===== src/rtl/ifid_pkg.sv =====
// Shared types and constants for the IF/ID skid stage.
//   fetch_pkt_t  : {pc, instr} packet moved from fetch to decode
//   skid_state_t : occupancy of the two-entry buffer (EMPTY/ONE/FULL)
//   RESET_PC / NOP_INSTR : values presented after reset or flush
package ifid_pkg;

  localparam int unsigned ADDR_WIDTH = 32;
  localparam int unsigned DATA_WIDTH = 32;

  localparam logic [ADDR_WIDTH-1:0] RESET_PC  = 32'h8000_0000;
  // addi x0, x0, 0
  localparam logic [DATA_WIDTH-1:0] NOP_INSTR = 32'h0000_0013;

  typedef struct packed {
    logic [ADDR_WIDTH-1:0] pc;
    logic [DATA_WIDTH-1:0] instr;
  } fetch_pkt_t;

  typedef enum logic [1:0] {
    EMPTY = 2'b00,
    ONE   = 2'b01,
    FULL  = 2'b10
  } skid_state_t;

endpackage


===== src/rtl/ifid_perf_ctr.sv =====
// Performance counters for the IF/ID stage (only built with IFID_PERF_CNT_EN).
// Ports:
//   clk, reset    : clock, asynchronous active-high reset
//   stall         : presented packet not accepted this cycle
//   flush         : flush asserted this cycle
//   stall_cycles  : count of stall cycles, wraps at 2^32
//   flush_count   : count of flush cycles, wraps at 2^32
// Counters clear on reset only; flush does not clear them.
module ifid_perf_ctr (
  input  logic        clk,
  input  logic        reset,
  input  logic        stall,
  input  logic        flush,
  output logic [31:0] stall_cycles,
  output logic [31:0] flush_count
);

  logic [31:0] stall_q, stall_d;
  logic [31:0] flush_q, flush_d;

  always_comb begin
    stall_d = stall ? stall_q + 32'd1 : stall_q;
    flush_d = flush ? flush_q + 32'd1 : flush_q;
  end

  always_ff @(posedge clk or posedge reset) begin
    if (reset) begin
      stall_q <= '0;
      flush_q <= '0;
    end else begin
      stall_q <= stall_d;
      flush_q <= flush_d;
    end
  end

  assign stall_cycles = stall_q;
  assign flush_count  = flush_q;

endmodule


===== src/rtl/ifid_skid_stage.sv =====
// IF/ID pipeline boundary: valid/ready handshake with a two-entry skid buffer.
// The main entry drives out_*; the skid entry absorbs one packet when decode
// stalls. in_ready is decoded purely from the state register, so there is no
// combinational path from out_ready back to fetch. Sustains one packet/cycle.
// Ports:
//   clk, reset          : clock, asynchronous active-high reset
//   flush               : synchronous discard of held packets, presents a NOP
//   in_valid/in_ready   : fetch handshake (in_ready registered)
//   in_pc/in_instr      : fetch packet
//   out_valid/out_ready : decode handshake
//   out_pc/out_instr    : presented packet (holds last value while empty)
// Optional (macro IFID_PERF_CNT_EN): stall_cycles, flush_count outputs.
module ifid_skid_stage #(
  parameter int unsigned          ADDR_WIDTH = ifid_pkg::ADDR_WIDTH,
  parameter int unsigned          DATA_WIDTH = ifid_pkg::DATA_WIDTH,
  parameter logic [ADDR_WIDTH-1:0] RESET_PC  = ifid_pkg::RESET_PC,
  parameter logic [DATA_WIDTH-1:0] NOP_INSTR = ifid_pkg::NOP_INSTR
) (
  input  logic                  clk,
  input  logic                  reset,
  input  logic                  flush,
  input  logic                  in_valid,
  output logic                  in_ready,
  input  logic [ADDR_WIDTH-1:0] in_pc,
  input  logic [DATA_WIDTH-1:0] in_instr,
  output logic                  out_valid,
  input  logic                  out_ready,
  output logic [ADDR_WIDTH-1:0] out_pc,
  output logic [DATA_WIDTH-1:0] out_instr
`ifdef IFID_PERF_CNT_EN
  ,
  output logic [31:0]           stall_cycles,
  output logic [31:0]           flush_count
`endif
);

  import ifid_pkg::*;

  skid_state_t state_q, state_d;

  logic [ADDR_WIDTH-1:0] main_pc_q, main_pc_d;
  logic [DATA_WIDTH-1:0] main_instr_q, main_instr_d;
  logic [ADDR_WIDTH-1:0] skid_pc_q, skid_pc_d;
  logic [DATA_WIDTH-1:0] skid_instr_q, skid_instr_d;

  logic in_fire, out_fire;

  // Both handshakes come straight from the state register.
  assign out_valid = (state_q == ONE) || (state_q == FULL);
  assign in_ready  = (state_q != FULL);

  assign in_fire  = in_valid & in_ready;
  assign out_fire = out_valid & out_ready;

  always_comb begin
    state_d      = state_q;
    main_pc_d    = main_pc_q;
    main_instr_d = main_instr_q;
    skid_pc_d    = skid_pc_q;
    skid_instr_d = skid_instr_q;

    if (flush) begin
      // Any same-cycle incoming packet is dropped; a same-cycle out_fire is
      // left for decode to squash.
      state_d      = EMPTY;
      main_pc_d    = RESET_PC;
      main_instr_d = NOP_INSTR;
    end else begin
      unique case (state_q)
        EMPTY: begin
          if (in_fire) begin
            state_d      = ONE;
            main_pc_d    = in_pc;
            main_instr_d = in_instr;
          end
        end
        ONE: begin
          if (in_fire && out_fire) begin
            main_pc_d    = in_pc;
            main_instr_d = in_instr;
          end else if (in_fire) begin
            state_d      = FULL;
            skid_pc_d    = in_pc;
            skid_instr_d = in_instr;
          end else if (out_fire) begin
            // Main entry keeps the last presented packet while empty.
            state_d = EMPTY;
          end
        end
        FULL: begin
          if (out_fire) begin
            state_d      = ONE;
            main_pc_d    = skid_pc_q;
            main_instr_d = skid_instr_q;
          end
        end
        default: state_d = EMPTY;
      endcase
    end
  end

  always_ff @(posedge clk or posedge reset) begin
    if (reset) begin
      state_q      <= EMPTY;
      main_pc_q    <= RESET_PC;
      main_instr_q <= NOP_INSTR;
      skid_pc_q    <= '0;
      skid_instr_q <= '0;
    end else begin
      state_q      <= state_d;
      main_pc_q    <= main_pc_d;
      main_instr_q <= main_instr_d;
      skid_pc_q    <= skid_pc_d;
      skid_instr_q <= skid_instr_d;
    end
  end

  assign out_pc    = main_pc_q;
  assign out_instr = main_instr_q;

`ifdef IFID_PERF_CNT_EN
  ifid_perf_ctr u_perf_ctr (
    .clk          (clk),
    .reset        (reset),
    .stall        (out_valid & ~out_ready),
    .flush        (flush),
    .stall_cycles (stall_cycles),
    .flush_count  (flush_count)
  );
`endif

endmodule


===== config.mk =====
export PLATFORM = sky130hd
export DESIGN_NAME = ifid_skid_stage
export DESIGN_NICKNAME = d
export VERILOG_FILES = /design/src/rtl/ifid_pkg.sv /design/src/rtl/ifid_perf_ctr.sv /design/src/rtl/ifid_skid_stage.sv
export SDC_FILE = /design/constraint.sdc
export NUM_CORES = 1
export LEC_CHECK = 0
export BUFFER_PORTS_ARGS = -buffer_cell sky130_fd_sc_hd__buf_4
export CAP_MARGIN = 40
export CORE_MARGIN = 5
export CORE_UTILIZATION = 40
export DETAILED_ROUTE_END_ITERATION = 8
export PLACE_DENSITY_LB_ADDON = 0.15
export SLEW_MARGIN = 40
export SYNTH_ARGS = -nofsm -noshare
export SYNTH_HDL_FRONTEND = slang
export SYNTH_HIERARCHICAL = 1
export SYNTH_SLANG_ARGS = --single-unit

===== constraint.sdc =====
create_clock -name clk -period 3.5 [get_ports clk]
set_input_delay 0.35 -clock clk [delete_from_list [all_inputs] [get_ports clk]]
set_output_delay 0.35 -clock clk [all_outputs]
set_load 0.005 [all_outputs]

# Yosys cells after proc, flatten, opt, wreduce, memory -nomap -nowiden
# Index checks and enable logic that the tools add are counted.
[classes]
eq_ne = 8
reduce_logical = 7
bitwise_logic = 4
muxes = 17
[ops]
columns = ["cell", "count"]
rows = [
  ["$mux 32", 8],
  ["$pmux 32 s3", 2],
  ["$mux 2", 6],
  ["$reduce_and 4->1", 3],
  ["$ne 3x3->1 const B", 3],
  ["$pmux 2 s3", 1],
  ["$ne 4x4->1 const B", 1],
  ["$reduce_bool 4->1", 1],
  ["$ne 3x2->1 const B", 1],
  ["$and 1x1->1", 2],
  ["$eq 2x1->1 const B", 1],
  ["$eq 2x2->1 const B", 1],
  ["$logic_not 2->1", 1],
  ["$ne 2x2->1 const B", 1],
  ["$not 1->1", 2],
  ["$logic_and 1x1->1", 1],
  ["$logic_or 1x1->1", 1],
]
[totals]
register_bits = 130
in_bits = 69

# Depth between registers and ports, before layout
[depth]
ltp_word = 8
mapped_depth = 8
depth_no_buf = 6

# Least setup slack after synthesis
# Ideal clock, no wire load.
[synth_timing]
path_type = "reg-to-reg"
start = "register state_q[0]"
end = "register skid_instr_q[0]"
setup_time_ns = 0.125
t_arrival_ns = 1.670
path_stages_with_launch = 8
period_less_slack_ns = 1.795
path_slack_ns = 1.705
cell_sequence = "dfrtp_1 > inv_1 > ha_1 > nand2_1 > nand4_1 > buf_4 > buf_6 > mux2_4"
[synth_via]
elab_chain_len = 6
word_cells_on_any_way = 9
[synth_rtl]
columns = ["element", "line", "rtl"]
rows = [
  ["from (decl)", "ifid_skid_stage.sv:39", "skid_state_t state_q, state_d;"],
  ["from (signal assigned)", "ifid_skid_stage.sv:110", "state_q <= state_d;"],
  ["$eq 2x1->1 / $eq 2x2->1 (equally long branches)", "ifid_skid_stage.sv:49", "assign out_valid = (state_q == ONE) || (state_q == FULL);"],
  ["$logic_or 1x1->1 *", "ifid_skid_stage.sv:49", ""],
  ["named net out_valid", "ifid_skid_stage.sv:26", "output logic out_valid,"],
  ["$and 1x1->1 *", "ifid_skid_stage.sv:53", "assign out_fire = out_valid & out_ready;"],
  ["$logic_and 1x1->1 *", "ifid_skid_stage.sv:78", "if (in_fire && out_fire) begin"],
  ["$not 1->1 (no source line) *", "n/a", ""],
  ["$reduce_and 4->1 (no source line) *", "n/a", ""],
  ["to (signal assigned)", "ifid_skid_stage.sv:114", "skid_instr_q <= skid_instr_d;"],
  ["to (decl)", "ifid_skid_stage.sv:44", "logic [DATA_WIDTH-1:0] skid_instr_q, skid_instr_d;"],
]
# The timed path passes the listed nets; every way through them passes the cells marked *.
# A chain may end at the register's enable or synchronous reset.

# Worst setup path after layout
[layout_timing]
start = "register state_q[0]"
end = "register main_pc_q[31] (netlist: out_pc[31])"
[layout_via]
elab_chain_len = 6
word_cells_on_any_way = 15
[layout_rtl]
columns = ["element", "line", "rtl"]
rows = [
  ["$eq 2x1->1 / $eq 2x2->1 (equally long branches)", "ifid_skid_stage.sv:49, ifid_skid_stage.sv:69", ""],
  ["$logic_or 1x1->1", "ifid_skid_stage.sv:49", ""],
  ["$and 1x1->1", "ifid_skid_stage.sv:53", ""],
  ["$logic_and 1x1->1", "ifid_skid_stage.sv:78", ""],
  ["$ne 3x2->1 (no source line)", "n/a", ""],
  ["$reduce_and 4->1 (no source line)", "n/a", ""],
  ["to (signal assigned)", "ifid_skid_stage.sv:111", "main_pc_q <= main_pc_d;"],
  ["to (decl)", "ifid_skid_stage.sv:41", "logic [ADDR_WIDTH-1:0] main_pc_q, main_pc_d;"],
]
# Several ways; a longest one is shown, not always the timed one.

==> out/summary.md <==
The flow ran to the end, and the final reports show no timing, DRC or antenna violations. The logs give 0.227 for the met1 demand-to-capacity share in global routing and 0.409 for the initial standard-cell utilization of the core. The count of buffers added by post-CTS timing repair for setup was 0. The fraction of power spent switching nets was 0.310; the total DRC errors in the routed layout was 0. The run gives 130 as the number of clock sinks. The met3 layer usage reported by global route was 0.0559; the antenna cell count was 0.

For the number of global-route vias before repair, the log shows 4501. TritonCTS built the clock tree. The number of vias per cell was 5.37. The synthesized-area fraction occupied by adder cells came out at 0.0101. CTS built an H-tree with a depth of 4. The area share of the leading cell type in the synthesized netlist works out to 0.507. At the worst endpoint, the arrival time is 2.69 ns. For the cell row count, the log shows 45.

The number of flops mapped to enable cells by yosys works out to 0. Die height: 135 um. For this run, the top clock speed supported by timing is 0.424 GHz. Clock latency on the worst-skew pair, taken at its later pin, is 0.42 ns.

Compared with the post-synthesis result, the final layout area differs by 29.3%. Setup repair after global routing left no endpoint under its margin. The layout net count came out at 683. The pre-antenna-repair detailed-routing pass consisted of 4 iterations. The cell area after placement was 7390 sq um; the fill cell instance count of the final layout was 1304. The tools report the startpoint type of the worst setup path as a flop. Power per cell area: 873 nW/um^2. The critical path is of the reg2reg type. The number of failing hold endpoints at the final stage came out at 0. The analysis attributes to net switching a power of 2.18 mW. The synthesized-area fraction occupied by ao, oa, aoi and oai cells came out at 0.0630. The run gives 15200 sq um as the area of the core region.

In this run, post-CTS repair resized a total of 0 instances. Entering global routing, the biggest net connects 69 pins. After synthesis the netlist holds a flip-flop and latch count of 130. The tools report the relative contribution of the clock network to total power as 0.269. Detailed placement finished with a half-perimeter wire length of 10000 um. The placer congestion estimate is 0.779, and the number of buffer cells added on primary ports is 134.

By area the synthesized netlist is led by dfrtp_1, mux2_4, mux2_2. When the netlist entered floorplanning its net count stood at 554. Setup total negative slack on the finished layout was measured at 0 ns. The synthesized design spends more area on one cell type than any other, namely dfrtp_1. The logs give 4.84 mW for the cell-internal power and 0.000426 V for the worst supply voltage drop on vdd. For the combinational share of power, the log shows 0.341. The logs give 17 for the number of clock buffers inserted by TritonCTS and 8040 sq um for the post-route standard cell area excluding fillers.

The clock period minus worst slack was 2.36 ns; the DRC marker count from the first detailed-route iteration was 258. Synthesis produced a netlist whose cell count is 480. The final layout contains routed wiring with a total length of 15100 um. The number of pins with negative max-slew slack in the final report was 0. STA classifies the critical path endpoint as a flop. After detailed routing, the average wire length per cell comes to 18.6 um.

Power comes to 7.02 mW. In this run the cell area of the synthesized design comes to 6220 sq um. The largest family of logic cells by synthesized area is multiplexers. The fraction of registers with async set or reset after synthesis works out to 1.00.

The run gives 0 as the setup-violating endpoint count in the final report. The tools report the number of top-level pins as 135. The transition time of the tightest slew-check pin was 0.667 ns; the required time of the critical path was 3.83 ns. Summed over all layers, the global routing overflow is 0.

The post-synthesis area per instance works out to 12.9 sq um. The tools report the global routing met2 resource utilization as 0.264. The floorplan step defined a die boundary enclosing 18100 sq um. The sequential cell fraction of total power is 0.389, and the proportion of synthesized chip area in sequential cells is 0.524. The die width is 135 um, and the leakage power is 3.78 nW. The total routing resource utilization after global routing was 0.171.

Most crowded layer after global routing: met2. Counting along the longest clock path gives a buffer depth of 2. The fraction of the mapped netlist area in simple logic gates came out at 0.106.

The xor and xnor fraction of the mapped netlist area works out to 0.00141. In this run the worst path has a maximum fanout of 19. The multiplexer share of the synthesized area is 0.255. The number of distinct library cells after synthesis was 37; the worst clock skew on the final layout was 0.00659 ns.

The final period utilization was 0.674. The detail route stage leaves a number of antenna-violating nets equal to 0. In the synthesized netlist the dominant register cell turns out to be dfrtp_1.

The run gives 0 as the max-cap check violation count. The first global-routing pass estimated 24300 um of wire. During synthesis, Yosys emitted a total of 6 warnings. The clock transition at the registers of the reported paths is 0.06 ns, and the final cell utilization of the core is 0.529. The number of antenna violations at the first check in global routing is 0, and the total number of vias is 4348. Layout cell share with drive strength beyond 1: 0.465. Tightest slew margin relative to the limit: 0.552.

The path class of the tightest hold or removal check is in2reg. Cell at the root of the clock tree: clkbuf_16.
## cells by family (layout without fill, tap and decap cells)
logic type / Yosys count / after routing
AOI/OAI and AO/OA: 46 / 46
DFF: 130 / 130
muxes: 128 / 128
buffers and inverters: 44 / 186
xor gates and xnor gates: 1 / 1
and+or+nand+nor: 126 / 126
adders and majority gates: 5 / 5
## Yosys cell counts, types with 2 or more instances
library cell and number:
a211oi_1 2, a21oi_1 2, buf_1 3, buf_2 15, buf_4 7, buf_6 5
clkbuf_1 9, dfrtp_1 126, dfstp_2 4, ha_1 5, inv_1 4, mux2_2 48
mux2_4 49, mux2i_1 31, nand2_1 29, nand3_1 56, nand4_1 29, nor2_1 5
o22a_1 3, o2bb2ai_1 31
## layout make-up
| cell class | count | area, sq um | share of cell area |
|---|---|---|---|
| Sequential cell | 130 | 3260 | 0.405 |
| Multi-Input combinational cell | 306 | 2730 | 0.339 |
| Timing Repair Buffer | 149 | 1160 | 0.144 |
| Clock buffer | 19 | 453 | 0.0564 |
| Tap cell | 188 | 235 | 0.0293 |
| Clock inverter | 13 | 183 | 0.0227 |
| Inverter | 5 | 22.5 | 0.00280 |
## per-stage QoR
| step | hold WS (ns) | setup WS [ns] | cells |
|---|---|---|---|
| CTS | 0.147 | 1.16 | 810 |
| global placement | 0.473 | 1.22 | 776 |
| finish | 0.169 | 1.14 | 810 |
| floorplan | 0.474 | 1.54 | 480 |
| detailed placement | 0.391 | 1.15 | 777 |
| global route | 0.148 | 1.02 | 810 |
## final timing paths
path	start	endpoint	slack (ns)	cells past startpoint
worst max-delay path	state_q[0]$_DFFE_PP0P_	out_pc[31]$_DFFE_PP1P_	1.14	7
worst min-delay path	in_pc[26]	skid_pc_q[26]$_DFFE_PP0P_	0.17	2
worst max register to register	state_q[0]$_DFFE_PP0P_	out_pc[31]$_DFFE_PP1P_	1.14	7
worst min register to register	out_instr[19]$_DFFE_PP0P_	out_instr[19]$_DFFE_PP0P_	0.49	1
max in group asynchronous	reset	out_instr[4]$_DFFE_PP1P_	2.05	5
min in group asynchronous	reset	skid_pc_q[24]$_DFFE_PP0P_	0.51	3
## what timing repair did
action                                  in CTS  in global routing
endpoints found under the setup margin       0                  0
hold buffers                                 1                  0
endpoints found under the hold margin       17                  0
## critical path: stages (launching register included)
cell and delay [ns]:
dfrtp_1 0.39, inv_1 0.13, ha_1 0.28, nand4b_1 0.24
a21oi_2 0.56, buf_4 0.38, nor2_1 0.07, a211oi_1 0.22
## placed cells by master, fill, tap and decap left out, types with 2 or more instances in the layout
cell        count
nand3_1        56
ha_1            4
nor2_1          5
a211oi_1        2
clkbuf_16      17
bufinv_16       4
mux2_2         48
buf_4         145
o22a_1          3
mux2_4         49
dfrtp_1       126
buf_12          3
dfstp_2         4
clkinv_2        3
nand2_1        29
inv_1           3
nand4_1        29
clkbuf_8        2
a21oi_1         2
mux2i_1        31
o2bb2ai_1      31
clkinvlp_4      5
## power by group through the flow
stage	clock [mW]	sequential (mW)	combinational (mW)
final	1.89	2.73	2.40
after detailed placement	0	2.74	2.43
after floorplan	0	2.64	1.48
after global placement	0	2.72	2.38
after CTS	1.93	2.73	2.44
after global routing	2.00	2.82	2.61
## sequential cells by signal (all words and copies together), names as in the netlist
register,flops
skid_pc_q,32
out_pc,32
out_instr,32
state_q,2
skid_instr_q,32
## metal layers
metal | part of all wire | vias up
met5 | 0 | -
met4 | 0.011 | 0
met3 | 0.067 | 9
met2 | 0.47 | 117
met1 | 0.45 | 2188
li1 | - | 2034
No activity file was read; power rests on OpenSTA's default activity.
